[src/rtl/imm_gen_pkg.sv]
// imm_gen_pkg: shared immediate-format encodings and the registered result type
package imm_gen_pkg;
  localparam logic [2:0] IMM_ALU    = 3'd0;
  localparam logic [2:0] IMM_DT     = 3'd1;
  localparam logic [2:0] IMM_BR     = 3'd2;
  localparam logic [2:0] IMM_CB     = 3'd3;
  localparam logic [2:0] IMM_IW     = 3'd4;
  localparam logic [2:0] IMM_ALU_SH = 3'd5;
  localparam int MAX_XLEN = 64;
  typedef struct packed {
    logic [MAX_XLEN-1:0] imm;
    logic                err;
  } imm_res_t;
endpackage

[src/rtl/imm_gen_pipe_if.sv]
// imm_gen_pipe_if: request/result handshake bundle (master = producer/consumer side, slave = imm_gen_pipe)
interface imm_gen_pipe_if #(parameter int XLEN = 64);
  logic            in_valid;
  logic            in_ready;
  logic [31:0]     in_inst;
  logic [2:0]      in_mode;
  logic            out_valid;
  logic            out_ready;
  logic [XLEN-1:0] out_imm;
  logic            out_err;
  modport master(output in_valid, in_inst, in_mode, out_ready, input in_ready, out_valid, out_imm, out_err);
  modport slave(input in_valid, in_inst, in_mode, out_ready, output in_ready, out_valid, out_imm, out_err);
endinterface

[src/rtl/imm_decode.sv]
// imm_decode: combinational immediate extraction; inst/mode in, {imm, err} out, imm truncated to XLEN
module imm_decode import imm_gen_pkg::*; #(
  parameter int XLEN = 64
) (
  input  logic [31:0] inst,
  input  logic [2:0]  mode,
  output imm_res_t    res
);
  logic [XLEN-1:0] alu, dt, br, cb, iw, sh, imm;
  logic bad;
  logic unused_hi;
  assign unused_hi = ^inst[31:26];
  always_comb begin
    alu = XLEN'(inst[21:10]);
    dt  = {{(XLEN-9){inst[20]}}, inst[20:12]};
    br  = {{(XLEN-28){inst[25]}}, inst[25:0], 2'b00};
    cb  = {{(XLEN-21){inst[23]}}, inst[23:5], 2'b00};
    iw  = XLEN'(inst[20:5]) << {inst[22:21], 4'b0000};
    sh  = inst[22] ? alu << 12 : alu;
    // a 32-bit result cannot hold halfword positions 2 and 3
    bad = (mode[2] & mode[1]) | (mode == IMM_IW && XLEN == 32 && inst[22]);
    imm = bad                ? '0  :
          mode == IMM_ALU    ? alu :
          mode == IMM_DT     ? dt  :
          mode == IMM_BR     ? br  :
          mode == IMM_CB     ? cb  :
          mode == IMM_IW     ? iw  : sh;
    res = '{imm: MAX_XLEN'(imm), err: bad};
  end
endmodule

[src/rtl/imm_gen_pipe.sv]
// imm_gen_pipe: registered immediate generator with handshake, optional skid buffer (IMM_GEN_SKID_EN) and saturating illegal-request counter; ports clk, rst_n, bus (imm_gen_pipe_if.slave), err_cnt
module imm_gen_pipe import imm_gen_pkg::*; #(
  parameter int XLEN  = 64,
  parameter int CNT_W = 8
) (
  input  logic             clk,
  input  logic             rst_n,
  imm_gen_pipe_if.slave    bus,
  output logic [CNT_W-1:0] err_cnt
);
  imm_res_t res, head;
  logic acc;
  imm_decode #(.XLEN(XLEN)) u_dec (.inst(bus.in_inst), .mode(bus.in_mode), .res(res));
  assign acc = bus.in_valid && bus.in_ready;
  assign bus.out_imm = head.imm[XLEN-1:0];
  assign bus.out_err = head.err;
`ifdef IMM_GEN_SKID_EN
  imm_res_t mem [2];
  logic rd, wr, rdy, pop;
  logic [1:0] cnt, cnt_nx;
  assign pop = bus.out_valid && bus.out_ready;
  assign cnt_nx = cnt + 2'(acc) - 2'(pop);
  assign head = mem[rd];
  assign bus.out_valid = cnt != 2'd0;
  assign bus.in_ready = rdy;
  always_ff @(posedge clk or negedge rst_n)
    if (!rst_n) begin
      mem[0] <= '0;
      mem[1] <= '0;
      rd     <= 1'b0;
      wr     <= 1'b0;
      cnt    <= 2'd0;
      rdy    <= 1'b1;
    end else begin
      if (acc) begin
        mem[wr] <= res;
        wr      <= !wr;
      end
      if (pop) rd <= !rd;
      cnt <= cnt_nx;
      rdy <= cnt_nx != 2'd2;
    end
`else
  logic vld;
  assign bus.out_valid = vld;
  assign bus.in_ready = !vld || bus.out_ready;
  always_ff @(posedge clk or negedge rst_n)
    if (!rst_n) begin
      vld  <= 1'b0;
      head <= '0;
    end else if (acc) begin
      vld  <= 1'b1;
      head <= res;
    end else if (bus.out_ready) vld <= 1'b0;
`endif
  always_ff @(posedge clk or negedge rst_n)
    if (!rst_n) err_cnt <= '0;
    else if (acc && res.err && err_cnt != '1) err_cnt <= err_cnt + 1'b1;
endmodule
[src/flat_wrapper.sv]
// flat-port wrapper written by rule: the top's interface ports become plain ports
module imm_gen_pipe_flat import imm_gen_pkg::*;
#(
  parameter int XLEN  = 64,
  parameter int CNT_W = 8
)
  (clk, rst_n, err_cnt, bus_in_valid, bus_in_inst, bus_in_mode, bus_out_ready, bus_in_ready, bus_out_valid, bus_out_imm, bus_out_err);
  imm_gen_pipe_if #(.XLEN(XLEN)) bus_i ();
  input  logic clk;
  input  logic rst_n;
  output logic [CNT_W-1:0] err_cnt;
  input wire logic [$bits(bus_i.in_valid)-1:0] bus_in_valid;
  input wire logic [$bits(bus_i.in_inst)-1:0] bus_in_inst;
  input wire logic [$bits(bus_i.in_mode)-1:0] bus_in_mode;
  input wire logic [$bits(bus_i.out_ready)-1:0] bus_out_ready;
  output wire logic [$bits(bus_i.in_ready)-1:0] bus_in_ready;
  output wire logic [$bits(bus_i.out_valid)-1:0] bus_out_valid;
  output wire logic [$bits(bus_i.out_imm)-1:0] bus_out_imm;
  output wire logic [$bits(bus_i.out_err)-1:0] bus_out_err;
  assign bus_i.in_valid = bus_in_valid;
  assign bus_i.in_inst = bus_in_inst;
  assign bus_i.in_mode = bus_in_mode;
  assign bus_i.out_ready = bus_out_ready;
  assign bus_in_ready = bus_i.in_ready;
  assign bus_out_valid = bus_i.out_valid;
  assign bus_out_imm = bus_i.out_imm;
  assign bus_out_err = bus_i.out_err;
  imm_gen_pipe #(.XLEN(XLEN), .CNT_W(CNT_W)) u_core (.clk(clk), .rst_n(rst_n), .bus(bus_i), .err_cnt(err_cnt));
endmodule
[config.mk]
export PLATFORM = sky130hd
export DESIGN_NAME = imm_gen_pipe_flat
export DESIGN_NICKNAME = d
export VERILOG_FILES = /design/src/rtl/imm_gen_pkg.sv /design/src/rtl/imm_gen_pipe_if.sv /design/src/rtl/imm_decode.sv /design/src/rtl/imm_gen_pipe.sv /design/src/flat_wrapper.sv
export SDC_FILE = /design/constraint.sdc
export NUM_CORES = 1
export LEC_CHECK = 0
export BUFFER_PORTS_ARGS = -buffer_cell sky130_fd_sc_hd__buf_4
export CAP_MARGIN = 30
export CORE_AREA = 8 8 121 78
export CTS_BUF_LIST = sky130_fd_sc_hd__clkbuf_8
export CTS_CLUSTER_SIZE = 40
export DETAILED_ROUTE_END_ITERATION = 8
export DIE_AREA = 0 0 129 86
export PLACE_DENSITY = 0.87
export SYNTH_ARGS = -nofsm -noshare
export SYNTH_HDL_FRONTEND = slang
export SYNTH_SLANG_ARGS = --single-unit
export TNS_END_PERCENT = 10
[constraint.sdc]
create_clock -name clk -period 3.95 [get_ports clk]
set_input_delay 0.1975 -clock clk [delete_from_list [all_inputs] [get_ports clk]]
set_output_delay 0.1975 -clock clk [all_outputs]
set_load 0.02 [all_outputs]
# After elaboration in Yosys (flattened, before gate mapping)
# Index checks and enable logic that the tools add are counted.
# totals
reg_bits	74
in_bits	39
output_inout_bits	75
wordCells	28
# op_classes
n_addsub	1
n_eq_ne	5
n_shift	1
n_mux	9
n_bitwise	1
n_reduce_logical	7
# op_table
operator	n
$mux W64	6
$shl A16 B6 Y64	1
$mux W24	1
$add A8 B1 Y8 const B	1
$ne A8 B8 Y1 const B	1
$eq A3 B2 Y1 const B	2
$eq A3 B1 Y1 const B	1
$eq A3 B3 Y1 const B	1
$logic_and A1 B1 Y1	3
$logic_not A3 Y1	1
$mux W1	2
$reduce_bool A2 Y1	1
$and A1 B1 Y1	1
$logic_not A1 Y1	1
$logic_or A1 B1 Y1	1

# Longest topological paths before layout
# logic_depth
word_depth	7
ltp_mapped	8
mapped_depth_nobuf	5

# By module
# From an unflattened synthesis, not the netlist that was laid out.
# hier_totals
hier_cells	500
area_unflattened_um2	4992.3
# by_module_without_submodules
mod	n_inst	cells_per_inst	area_per_inst_um2	seq_area_each_um2
imm_gen_pipe	1	178	3059.2	1851.8
imm_decode	1	322	1933.1	0.0

# Least setup slack after synthesis
# OpenSTA, ideal clock, no wires.
# synth_timing
path_type	reg2reg
startpoint	register u_core.vld (netlist: u_core.bus.out_valid)
endpoint	register u_core.head (netlist bit u_core.bus.out_imm[27])
t_arrival_ns	1.681
path_slack_ns	2.186
stages_incl_launch_ff	9
n_path_buf	3
period_less_slack_ns	1.764
cell_sequence	dfrtp_1 nor2b_1 buf_2 inv_2 nand4_4 or2_1 buf_2 buf_2 o21ai_0
# synth_via
elab_chain_len	3
# synth_lines
item	line	rtl
from (decl)	imm_gen_pipe.sv:44	logic vld;
from (signal assigned)	imm_gen_pipe.sv:49	vld <= 1'b0;
from (signal assigned)	imm_gen_pipe.sv:52	vld <= 1'b1;
from (signal assigned)	imm_gen_pipe.sv:54	end else if (bus.out_ready) vld <= 1'b0;
$logic_not A1 Y1	imm_gen_pipe.sv:46	assign bus.in_ready = !vld || bus.out_ready;
$logic_or A1 B1 Y1	imm_gen_pipe.sv:46	
net bus_in_ready	flat_wrapper.sv:16	output wire logic [$bits(bus_i.in_ready)-1:0] bus_in_ready;
$logic_and A1 B1 Y1	imm_gen_pipe.sv:14	assign acc = bus.in_valid && bus.in_ready;
to (signal assigned)	imm_gen_pipe.sv:53	head <= res;
to (decl)	imm_gen_pipe.sv:11	imm_res_t res, head;
# The timed path passes the listed nets, and every way through them passes these cells.
# A chain may end at the register's enable or synchronous reset.

# Worst setup path after layout
# layout_timing
startpoint	register u_core.vld (netlist: u_core.bus.out_valid)
endpoint	register u_core.head (netlist bit u_core.bus.out_imm[1])
# layout_via
elab_chain_len	3
# layout_lines
item	line
$logic_not A1 Y1	imm_gen_pipe.sv:46
$logic_or A1 B1 Y1	imm_gen_pipe.sv:46
$logic_and A1 B1 Y1	imm_gen_pipe.sv:14
# Every way passes these cells.

==> impl_metrics.ini <==
[sta]
setup_viol = 0
slew_violations = 0
max_slew_margin_pct = 38.0
timing.fmax_ghz = 0.440
tightest_slew_ns = 0.930
timing.hold.ws_ns = -0.0219
min_period_ns = 2.27
layout_setup_ws_ns = 1.68
fin_worst_skew_ns = 0.0115
hold_viol_final = 48
rsz0062_at_grt = no
period_share_pct = 57.5
tns_ns = 0

[global_routing]
grt_pass1_vias = 4184
grt_pass1_wl_microns = 22100
grt_use_total_pct = 25.4
grt_overflow = 0
grt_max_degree = 75
antenna_found_initial = 0

[floorplanning]
fp.dieH_microns = 86
design.die.area_sq_um = 11100
num_rows = 25
initial_utilization_pct = 58.2
die_w_microns = 129
ios = 114
core_sq_um = 7660

[routing]
wl_microns = 14100
vias = 4376
viasPerCell = 6.35
dr.pass1.iters = 6
routedWlPerCell_microns = 20.5
drc_errors = 0
postRouteAntennaNets = 0
drtIter0Drc = 420

[cts]
cts_setup_buffers = 0
cts_tree = done
cts_buffers = 9
cts_resized = 0
ctsHoldBuffers = 0
cts_root_buffer = clkbuf_8
h-tree-depth = 3
insertion_delay_ns = 0.36
clockBufferDepth = 2
cts.clk_slew.worst_paths_ns = 0.07
cts.sinks = 74

[run_status]
status = finished with violations
violations = hold timing

[logic_synthesis]
syn-cell-area_sq_um = 4460
synth_enable_flop_cells = 0
async_reset_ff_share_pct = 100
ys_ff_latch = 74
postSynthCellCount = 510
syn_area_per_cell_sq_um = 8.75
yosysTopAreaCellShare_pct = 41.5
synth_fp_nets = 550
synthFlopType = dfrtp_1
yosysUniqueCellTypes = 59
synth-seq-area-share_pct = 41.5
synth_top_area_cell = dfrtp_1
synth.area.top_cells = dfrtp_1 42%, a21oi_1 7.2%, o21ai_0 6.2%
synth_warnings = 0

[layout]
diodes = 0
post-route-cell-area_sq_um = 5340
drive_gt1_share_pct = 24.6
syn_to_final_growth_pct = 19.7
final_cell_count_no_fill = 689
layout.nets = 616
regArea_sq_um = 1850
multi_input_area_sq_um = 2290
fillers = 623

[critical_path]
critPathMaxFanout = 26
worstSetupEndpointType = flop
worst_r2r_path_depth = 6
startpoint = u_core.bus.out_valid$_DFFE_PN0P_
critPathRequiredTime_ns = 4.19
r2r_start = u_core.bus.out_valid$_DFFE_PN0P_
path_class = flop to flop
start_kind = flop
cp.arrival_ns = 2.51

[place]
dp_cells = 673
hpwl_microns = 9640
port_buffers = 107
place_area_sq_um = 5140
place_congestion = 0.923
post-place-ws_ns = 1.64

[worst_hold_path]
hold_path.class = primary input to async pin

[power]
peakVddDrop_uv = 235
internal_power_w = 0.00143
clockPowerShare_pct = 27.7
switching_share_pct = 35.3
switching_power_w = 0.000779
power_frac_seq_pct = 42.3
combPwrFrac_pct = 30.0
p_leak_nw = 2.42
power_density_nw_per_um2 = 414
power.total_w = 0.00221

[run]
max_cap_viol_count = 0
[sequential cells by signal, summed over array words and instances, names as in the netlist]
name	flops
u_core.bus.out_imm	64
u_core.bus.out_err	1
u_core.bus.out_valid	1
u_core.err_cnt	8
[layout by cell type (no fill, tap or decap), types with 6 or more instances in the layout]
cell      instances
buf_4           111
dfrtp_1          74
nor2_1           17
nand2_1          58
xnor2_1           6
a21oi_1          64
mux2i_1          13
a22oi_1           7
nand2b_1         11
clkbuf_8         10
a211oi_1          6
nor2b_1           7
o211ai_1         14
a221o_1           6
nor3_1           10
nand3_1          10
o21ai_0          55
nand3b_1          7
inv_1             6
[logic make-up (layout without fill, tap and decap cells)]
logic type / Yosys count / count (layout) / synth area share [%]
multiplexers: 16 / 16 / 3.67
flip-flops: 74 / 74 / 41.5
buffers and inverters: 63 / 134 / 7.21
AND/OR/NAND/NOR: 156 / 156 / 19.1
adder cells (fa/ha/maj): 1 / 1 / 0.280
AO/OA/AOI/OAI: 193 / 193 / 26.8
XOR/XNOR: 7 / 7 / 1.37
[power groups by stage]
stage	Combinational, W	Clock (W)	Sequential [W]
after floorplan	0.000263	0	0.00106
after detailed placement	0.000660	0	0.000946
after CTS	0.000662	0.000619	0.000932
after global routing	0.000711	0.000647	0.000946
final	0.000663	0.000612	0.000934
after global placement	0.000643	0	0.000941
[final timing paths]
check	end	slack (ns)
worst max-delay path	u_core.bus.out_imm[1]$_DFFE_PN0P_	1.68
min in group clk	u_core.bus.out_imm[12]$_DFFE_PN0P_	0.18
worst min-delay path	u_core.bus.out_imm[5]$_DFFE_PN0P_	-0.02
max in group asynchronous	u_core.bus.out_imm[48]$_DFFE_PN0P_	3.38
worst min register to register	u_core.bus.out_imm[56]$_DFFE_PN0P_	0.49
worst max register to register	u_core.bus.out_imm[1]$_DFFE_PN0P_	1.68
[metal layers]
| metal | up-vias | GRT usage, % | wire [microns] |
|---|---|---|---|
| met4 | 0 | 8.06 | 277 |
| met2 | 268 | 37.9 | 6250 |
| li1 | 1972 | - | - |
| met1 | 2105 | 34.0 | 5900 |
| met3 | 31 | 8.36 | 1720 |
| met5 | - | 0 | 0 |
[Yosys cell counts, types with 5 or more instances]
cell / count
nand2_1: 59
a22oi_1: 7
o211ai_1: 14
buf_6: 5
nand4_1: 5
a211oi_1: 6
mux2i_1: 13
clkbuf_1: 19
nor2_1: 17
nor3_1: 10
nor2b_1: 7
o21ai_0: 55
and3_1: 5
nand2b_1: 11
buf_2: 26
nand3b_1: 7
xnor2_1: 6
a21oi_1: 64
nand3_1: 10
a22oi_2: 5
o31a_1: 5
a221o_1: 6
inv_1: 5
dfrtp_1: 74
[cell type report]
cell class                 count  area share [%]
clock buffer                  10            2.58
clock inverter                 6            1.24
timing repair buffer         111            15.6
tap                          108            2.53
inverter                       7           0.492
multi-input combinational    373            42.9
sequential                    74            34.7
[through the flow]
stage	util (%)	hold WS [ns]
3_5_place_dp	67.0	0.397
4_1_cts	69.7	0.00623
2_1_floorplan	-	-0.0981
6_report	69.7	-0.0219
5_1_grt	69.7	0.0580
3_3_place_gp	67.0	0.381
[worst max-delay path, stage by stage, from the launching register on]
cell and delay, ns:
dfrtp_1 0.34, nor2b_1 0.53, inv_2 0.17, nand2_2 0.39
buf_4 0.36, nor4_1 0.09, a211o_1 0.29
Power figures use the tool's default switching activity.
